**config.mk**
```make
export PLATFORM = sky130hd
export DESIGN_NAME = pause_cen_gate_flat
export DESIGN_NICKNAME = d
export VERILOG_FILES = /design/src/rtl/pause_cen_gate_if.sv /design/src/rtl/pause_cen_gate.sv /design/src/flat_wrapper.sv
export SDC_FILE = /design/constraint.sdc
export NUM_CORES = 1
export LEC_CHECK = 0
export BUFFER_PORTS_ARGS = -buffer_cell sky130_fd_sc_hd__buf_4
export CORE_MARGIN = 8
export CORE_UTILIZATION = 25
export DETAILED_ROUTE_END_ITERATION = 6
export PLACE_DENSITY_LB_ADDON = 0.08
export SLEW_MARGIN = 20
export SYNTH_ARGS = -nofsm -noshare
export SYNTH_HDL_FRONTEND = slang
export SYNTH_SLANG_ARGS = --single-unit
```
**constraint.sdc**
```tcl
create_clock -name clk_sys -period 3.7 [get_ports clk_sys]
set_input_delay 0.37 -clock clk_sys [delete_from_list [all_inputs] [get_ports clk_sys]]
set_output_delay 0.37 -clock clk_sys [all_outputs]
set_load 0.005 [all_outputs]
```
**src/rtl/pause_cen_gate_if.sv**
```systemverilog
// Signal bundle between the pause controller side and pause_cen_gate.
// step is present only when PAUSE_FRAME_STEP_EN is defined.
interface pause_cen_gate_if #(
    parameter int FW = 8
);
    logic          pause_cpu;
    logic          vblank;
    logic          cpu_busy;
`ifdef PAUSE_FRAME_STEP_EN
    logic          step;
`endif
    logic          cpu_cen;
    logic          pause_ack;
    logic [FW-1:0] frames_paused;

`ifdef PAUSE_FRAME_STEP_EN
    modport master (
        output pause_cpu, vblank, cpu_busy, step,
        input  cpu_cen, pause_ack, frames_paused
    );
    modport slave (
        input  pause_cpu, vblank, cpu_busy, step,
        output cpu_cen, pause_ack, frames_paused
    );
`else
    modport master (
        output pause_cpu, vblank, cpu_busy,
        input  cpu_cen, pause_ack, frames_paused
    );
    modport slave (
        input  pause_cpu, vblank, cpu_busy,
        output cpu_cen, pause_ack, frames_paused
    );
`endif
endinterface

```
**src/rtl/pause_cen_gate.sv**
```systemverilog
// Frame-aligned CPU clock-enable gate driven by a level pause request.
// Optional frame-advance (STEP) support is enabled by defining PAUSE_FRAME_STEP_EN.
module pause_cen_gate #(
    parameter int DIV      = 4,
    parameter int FW       = 8,
    parameter bit SYNC_VBL = 1'b1
) (
    input  logic           clk_sys,
    input  logic           reset_n,
    pause_cen_gate_if.slave bus
);
    localparam int DW = $clog2(DIV);

    typedef enum logic [2:0] {
        RUN,
        DRAIN,
        PAUSED,
        RESUME
`ifdef PAUSE_FRAME_STEP_EN
        , STEP
`endif
    } state_t;

    state_t        state;
    state_t        state_nxt;
    logic          vbl_seen;
    logic          vbl_seen_nxt;
    logic          vblank_d;
    logic [DW-1:0] div_cnt;
    logic          cen_q;
    logic          ack_q;
    logic [FW-1:0] frames_q;
    logic          adv;
    logic          vb_rise;
    logic          div_zero;
    logic          div_last;
    logic          step_rise;

    assign vb_rise  = bus.vblank & ~vblank_d;
    assign div_zero = (div_cnt == '0);
    assign div_last = (div_cnt == DW'(DIV - 1));

`ifdef PAUSE_FRAME_STEP_EN
    logic step_d;

    always_ff @(posedge clk_sys or negedge reset_n) begin
        if (!reset_n) begin
            step_d <= 1'b0;
        end else begin
            step_d <= bus.step;
        end
    end

    assign step_rise = bus.step & ~step_d;
`else
    assign step_rise = 1'b0;
`endif

    always_comb begin
        state_nxt    = state;
        vbl_seen_nxt = vbl_seen;
        adv          = 1'b0;
        unique case (state)
            RUN: begin
                adv = 1'b1;
                if (bus.pause_cpu) begin
                    state_nxt    = DRAIN;
                    vbl_seen_nxt = 1'b0;
                end
            end
            DRAIN: begin
                adv = 1'b1;
                if (vb_rise) vbl_seen_nxt = 1'b1;
                // abort wins over a pause that would otherwise land now
                if (!bus.pause_cpu) begin
                    state_nxt = RUN;
                end else if ((vbl_seen | vb_rise | !SYNC_VBL) &
                             !bus.cpu_busy & div_zero) begin
                    state_nxt = PAUSED;
                end
            end
            PAUSED: begin
                if (!bus.pause_cpu) begin
                    state_nxt = RESUME;
                end else if (step_rise) begin
`ifdef PAUSE_FRAME_STEP_EN
                    state_nxt    = STEP;
                    vbl_seen_nxt = 1'b0;
`endif
                end
            end
            RESUME: begin
                if (bus.pause_cpu) begin
                    state_nxt = PAUSED;
                end else if (vb_rise || !SYNC_VBL) begin
                    state_nxt = RUN;
                end
            end
`ifdef PAUSE_FRAME_STEP_EN
            STEP: begin
                adv = 1'b1;
                if (vb_rise) vbl_seen_nxt = 1'b1;
                if (!bus.pause_cpu) begin
                    state_nxt = RUN;
                end else if ((vbl_seen | vb_rise) &
                             !bus.cpu_busy & div_zero) begin
                    state_nxt = PAUSED;
                end
            end
`endif
            default: state_nxt = RUN;
        endcase
    end

    always_ff @(posedge clk_sys or negedge reset_n) begin
        if (!reset_n) begin
            state    <= RUN;
            vbl_seen <= 1'b0;
            vblank_d <= 1'b0;
            div_cnt  <= '0;
            cen_q    <= 1'b0;
            ack_q    <= 1'b0;
            frames_q <= '0;
        end else begin
            state    <= state_nxt;
            vbl_seen <= vbl_seen_nxt;
            vblank_d <= bus.vblank;
            cen_q    <= adv & div_last;
            if (adv) begin
                div_cnt <= div_last ? '0 : div_cnt + DW'(1);
            end
            ack_q <= (state_nxt == PAUSED);
            // only a fresh pause clears the count; resume/step re-entries keep it
            if (state == DRAIN && state_nxt == PAUSED) begin
                frames_q <= '0;
            end else if (state == PAUSED && vb_rise && frames_q != '1) begin
                frames_q <= frames_q + FW'(1);
            end
        end
    end

    assign bus.cpu_cen       = cen_q;
    assign bus.pause_ack     = ack_q;
    assign bus.frames_paused = frames_q;
endmodule
```
**src/flat_wrapper.sv**
```systemverilog
// flat-port wrapper written by rule: the top's interface ports become plain ports
module pause_cen_gate_flat 
#(
    parameter int DIV      = 4,
    parameter int FW       = 8,
    parameter bit SYNC_VBL = 1'b1
)
  (clk_sys, reset_n, bus_pause_cpu, bus_vblank, bus_cpu_busy, bus_cpu_cen, bus_pause_ack, bus_frames_paused);
  pause_cen_gate_if #(.FW(FW)) bus_i ();
  input  logic clk_sys;
  input  logic reset_n;
  input wire logic [$bits(bus_i.pause_cpu)-1:0] bus_pause_cpu;
  input wire logic [$bits(bus_i.vblank)-1:0] bus_vblank;
  input wire logic [$bits(bus_i.cpu_busy)-1:0] bus_cpu_busy;
  output wire logic [$bits(bus_i.cpu_cen)-1:0] bus_cpu_cen;
  output wire logic [$bits(bus_i.pause_ack)-1:0] bus_pause_ack;
  output wire logic [$bits(bus_i.frames_paused)-1:0] bus_frames_paused;
  assign bus_i.pause_cpu = bus_pause_cpu;
  assign bus_i.vblank = bus_vblank;
  assign bus_i.cpu_busy = bus_cpu_busy;
  assign bus_cpu_cen = bus_i.cpu_cen;
  assign bus_pause_ack = bus_i.pause_ack;
  assign bus_frames_paused = bus_i.frames_paused;
  pause_cen_gate #(.DIV(DIV), .FW(FW), .SYNC_VBL(SYNC_VBL)) u_core (.clk_sys(clk_sys), .reset_n(reset_n), .bus(bus_i));
endmodule
```
# Word-level counts from Yosys, hierarchy flattened
# Cells that the tools add are included.
# Widths: inputs -> output; s select.
[op_classes] mux=14 n_bitwise=6 add_sub_neg=2 n_mul=0 order_cmp=0 n_div=0 shift=0 n_reduce_logical=10 n_eq_ne=8
[op_table] op="$mux 3" count=6
[op_table] op="$mux 8" count=2
[op_table] op="$pmux 3 s4" count=1
[op_table] op="$eq 3x2->1 const B" count=3
[op_table] op="$add 8x1->8 const B" count=1
[op_table] op="$ne 8x8->1 const B" count=1
[op_table] op="$and 1x1->1" count=4
[op_table] op="$reduce_bool 2->1" count=2
[op_table] op="$eq 3x1->1 const B" count=1
[op_table] op="$logic_and 1x1->1" count=3
[op_table] op="$logic_not 3->1" count=1
[op_table] op="$mux 1" count=3
[op_table] op="$reduce_and 3->1" count=1
[op_table] op="$add 2x1->2 const B" count=1
[op_table] op="$eq 2x2->1 const B" count=1
[op_table] op="$logic_not 2->1" count=1
[op_table] op="$mux 2" count=1
[op_table] op="$ne 2x1->1 const B" count=1
[op_table] op="$ne 2x2->1 const B" count=1
[op_table] op="$pmux 1 s2" count=1
[op_table] op="$reduce_or 2->1" count=1
[op_table] op="$logic_not 1->1" count=1
[op_table] op="$not 1->1" count=1
[op_table] op="$or 1x1->1" count=1
[totals] mem_bits_rw=0 latchBits=0 mem_count=0 romBits=0 register_bits=17 input_bits=5

# Longest topological paths before layout
[depth] ltp_word=11 ltp_mapped=7 mapped_depth_nobuf=6

# Worst setup path after synthesis
# Ideal clock, no wire load.
[synth_timing] kind="reg2reg" from="register u_core.frames_q[0] (netlist: u_core.bus.frames_paused[0])" to="register u_core.frames_q[6] (netlist: u_core.bus.frames_paused[6])" n_path_buf=0 stages_incl_launch_ff=6 synth_period_minus_slack_ps=1591 arrival_time_ps=1514 slack_ps=2109 cell_sequence="dfrtp_1 ha_1 nand3_1 o2111ai_4 or4_1 a21oi_1"
[synth_between] elab_chain_len=3 elab_cells_between_ends=6 classes_between="1 x add/sub; 1 x eq/ne; 2 x mux; 2 x reduce/logical"
[synth_rtl] element="start: declaration" line="pause_cen_gate.sv:32" source="logic [FW-1:0] frames_q;"
[synth_rtl] element="start signal: assignment" line="pause_cen_gate.sv:137" source="frames_q <= frames_q + FW'(1);"
[synth_rtl] element="$add 8x1->8 or $ne 8x8->1 (tied branches)" line="pause_cen_gate.sv:137, pause_cen_gate.sv:136"
[synth_rtl] element="$mux 8 or $logic_and 1x1->1 (tied branches)" line="pause_cen_gate.sv:136" source="end else if (state == PAUSED && vb_rise && frames_q != '1) begin"
[synth_rtl] element="$mux 8 or $reduce_bool 2->1 (tied branches)"
# Several ways; a longest one is shown, not always the timed one. The select of a mux whose other input is x is not followed.
# A chain may end at the register's enable or synchronous reset.

# Worst setup path after layout
# Same ends and word-level chain as after synthesis.

==> summary.md <==
| Metric | Value |
|---|---|
| Status | `completed` |
| Initial DRC Count | `35` |
| Fin crit share | `about 47%` |
| Post-CTS Setup Inserts | `0` |
| Final Max Slew Viols | `0` |
| First-pass GRT wire length | `~3200 µm` |
| Antenna violations before repair | `0` |
| Routed metal-1 wirelength | `between 800 and 900 µm` |
| Tmin final | `between 1500 and 2000 ps` |
| CP Data Required Time | `roughly 3900 ps` |
| Design Area, Final | `about 1000 µm²` |
| Fmax | `between 500 and 600 MHz` |
| Total gr overflow | `0` |
| Wire length on met3 | `about 120 µm` |
| Leakage | `0.487 nW` |
| Vias/cell | `roughly 4.5` |
| #FFs+latches synth | `17` |
| Post-synthesis cell count | `just over 80` |
| Pwr/cell area | `375 nW/µm²` |
| Die ar. | `5500 µm²` |
| Post-DRT Antenna Nets | `0` |
| Area of the core | `roughly 3300 µm²` |
| WL final | `approximately 1900 µm` |
| Fin Hold WS | `191 ps` |
| Drt first pass iters | `2` |
| Hold Buf Count CTS | `1` |
| Max Cap Violations | `0` |
| Mean post-synth cell area | `approximately 10 µm²` |
| CP Class | `reg -> reg` |
| Num rows | `21` |
| Share of post-route cells with drive strength above 1 | `a little over a fifth` |
| Wire length per cell | `about 13 µm` |
| Layout Nets | `about 110` |
| Detailed Place HPWL | `roughly 1400 µm` |
| Total negative slack | `0 ps` |
| Die width | `74.2 µm` |
| CTS clk-pin slew, worst paths | `roughly 110 ps` |
| Largest net degree at the start of global routing | `18` |
| Dpl cell area | `between 1000 and 1500 µm²` |
| Asr flop ratio synth | `100%` |
| Fillers | `368` |
| Primary FF master, synth | `dfrtp_1` |
| Met2 WL | `~870 µm` |
| Die Y | `approximately 74 µm` |
| Antenna cell count | `0` |
| Port bufs | `14` |
| Worst-path fanout max | `10` |
| Crit path DAT | `about 2000 ps` |
| Fin Clk Skew | `between 8 and 9 ps` |
| Cells resized by post-CTS repair | `0` |
| Hold Vio Cnt, Final | `0` |
| Mapped cell area | `around 850 µm²` |
| R2R cell count | `5` |
| Initial cell density of the core | `between 20% and 30%` |
| CTS root buffer | `clkbuf_4` |
| TritonCTS clock tree | `built` |
| Latest clock arrival within the worst-skew pair | `about 300 ps` |
| Register area share after synthesis | `~50%` |
| RR Startpoint | `u_core.bus.frames_paused[0]` |
| Placer Congestion | `~0.72` |
| Post-synthesis cell type count | `29` |
| Worst Setup SP | `u_core.bus.frames_paused[0]` |
| Unrepaired setup endpoints after global routing | `no` |
| CP startpoint kind | `flip-flop` |
| Vias | `650` |
| IO Count | `15` |
| Reg-to-Reg End | `u_core.bus.frames_paused[6]` |
| Gr usage total | `under 10%` |
| Worst Setup End Kind | `flip-flop` |
| Flop2flop setup slack | `just under 2000 ps` |
| EDFF count, synth | `0` |
| Syn Nets | `90` |
| CTS buffer count | `3` |
| Clk buf depth | `2` |
| Area delta synth->final | `23.5%` |
| Vias in the first global route | `672` |
| Worst VDD drop | `~0.23 mV` |
| H-tree level count | `1` |
| Top Metal Used | `met4` |
| Min-delay worst type | `in -> reg` |
| Synth warn | `0` |
| Setup violators final | `0` |
| CTS sink count | `17` |
| Worst Setup EP | `u_core.bus.frames_paused[6]` |
| # DRC | `0` |
cells in the final DEF (no fill, tap or decap), types with 2 or more instances in the layout:
cell type  synthesis  layout
dfrtp_1           17      17
buf_4              0      14
nand2_1            8       8
a21oi_1            6       6
o21ai_0            5       5
inv_1              5       5
nor2_1             5       5
nand3_1            4       4
mux2i_1            3       3
ha_1               3       3
clkbuf_4           0       3
and2b_4            2       2
o211a_1            2       2
and2_1             2       2
nor3_1             2       2
or3_1              2       2
xor2_1             2       2
report_power, final:
part	switching, mW	internal (mW)
registers	0.0143	0.204
logic	0.0339	0.0321
clock network	0.0656	0.0412
total	0.114	0.278
kinds of logic (layout without fill, tap and decap cells):
group           Yosys count  after routing  synth area share [%]
mux                       3              3                  3.55
compound gates           18             18                  15.5
other cells               1              1                 0.443
fa+ha+maj                 3              3                  4.44
flops                    17             17                  50.3
xor+xnor                  2              2                  2.07
buf+inv                   6             24                  2.66
simple gates             32             32                  21.0
area by class of cell:
cell class | instances | area (µm²) | share of cell area [%]
well taps | 46 | 57.6 | 5.51
repair buffers | 15 | 115 | 11.0
flip-flops and latches | 17 | 425 | 40.7
inverters | 5 | 18.8 | 1.80
clock buffers | 3 | 22.5 | 2.16
multi-input cells | 59 | 398 | 38.1
clock inverters | 1 | 7.51 | 0.719
layer usage:
metal / vias up / track usage, %
met3: 2 / 3.64
li1: 328 / -
met5: - / 0
met1: 308 / 9.07
met4: 0 / 2.66
met2: 12 / 12.0
synth_stat cells (3+ instances only):
| library cell | instances | area share, % |
|---|---|---|
| ha_1 | 3 | 4.4 |
| inv_1 | 5 | 2.2 |
| nand3_1 | 4 | 2.4 |
| nor2_1 | 5 | 2.2 |
| dfrtp_1 | 17 | 50 |
| o21ai_0 | 5 | 3.0 |
| a21oi_1 | 6 | 3.6 |
| nand2_1 | 8 | 3.6 |
| mux2i_1 | 3 | 3.6 |
how the worst min path moves through the flow:
stage	slack [ps]	cells past startpoint	to	startpoint
finish	190	1	u_core.vblank_d	bus_vblank
global route	170	1	u_core.vblank_d	bus_vblank
CTS	180	1	u_core.vblank_d	bus_vblank
detailed placement	260	1	u_core.bus.frames_paused[3]	reset_n
global placement	250	1	u_core.bus.frames_paused[3]	reset_n
floorplan	70	0	u_core.bus.cpu_cen	reset_n
metrics by stage:
step | std cells | setup WS, ps | utilization (%) | total power [mW]
after global routing | 146 | 1800 | 31.8 | 0.422
after CTS | 146 | 1940 | 31.8 | 0.403
final | 146 | 1960 | 31.8 | 0.391
after detailed placement | 141 | 1990 | 30.6 | 0.290
after global placement | 141 | 2050 | 30.6 | 0.285
after floorplan | 82 | 2110 | - | 0.262
critical path, cell delays in order (launching register included):
cell and delay (ps):
dfrtp_1 430, ha_1 270, nand3_1 160, o2111ai_4 200, or4_1 450, a21oi_1 150
sequential cells by signal, indices dropped and copies added, names as in the netlist:
name / cells
u_core.state: 3
u_core.bus.cpu_cen: 1
u_core.vblank_d: 1
u_core.bus.frames_paused: 8
u_core.vbl_seen: 1
u_core.div_cnt: 2
u_core.bus.pause_ack: 1
Power figures use the tool's default switching activity.
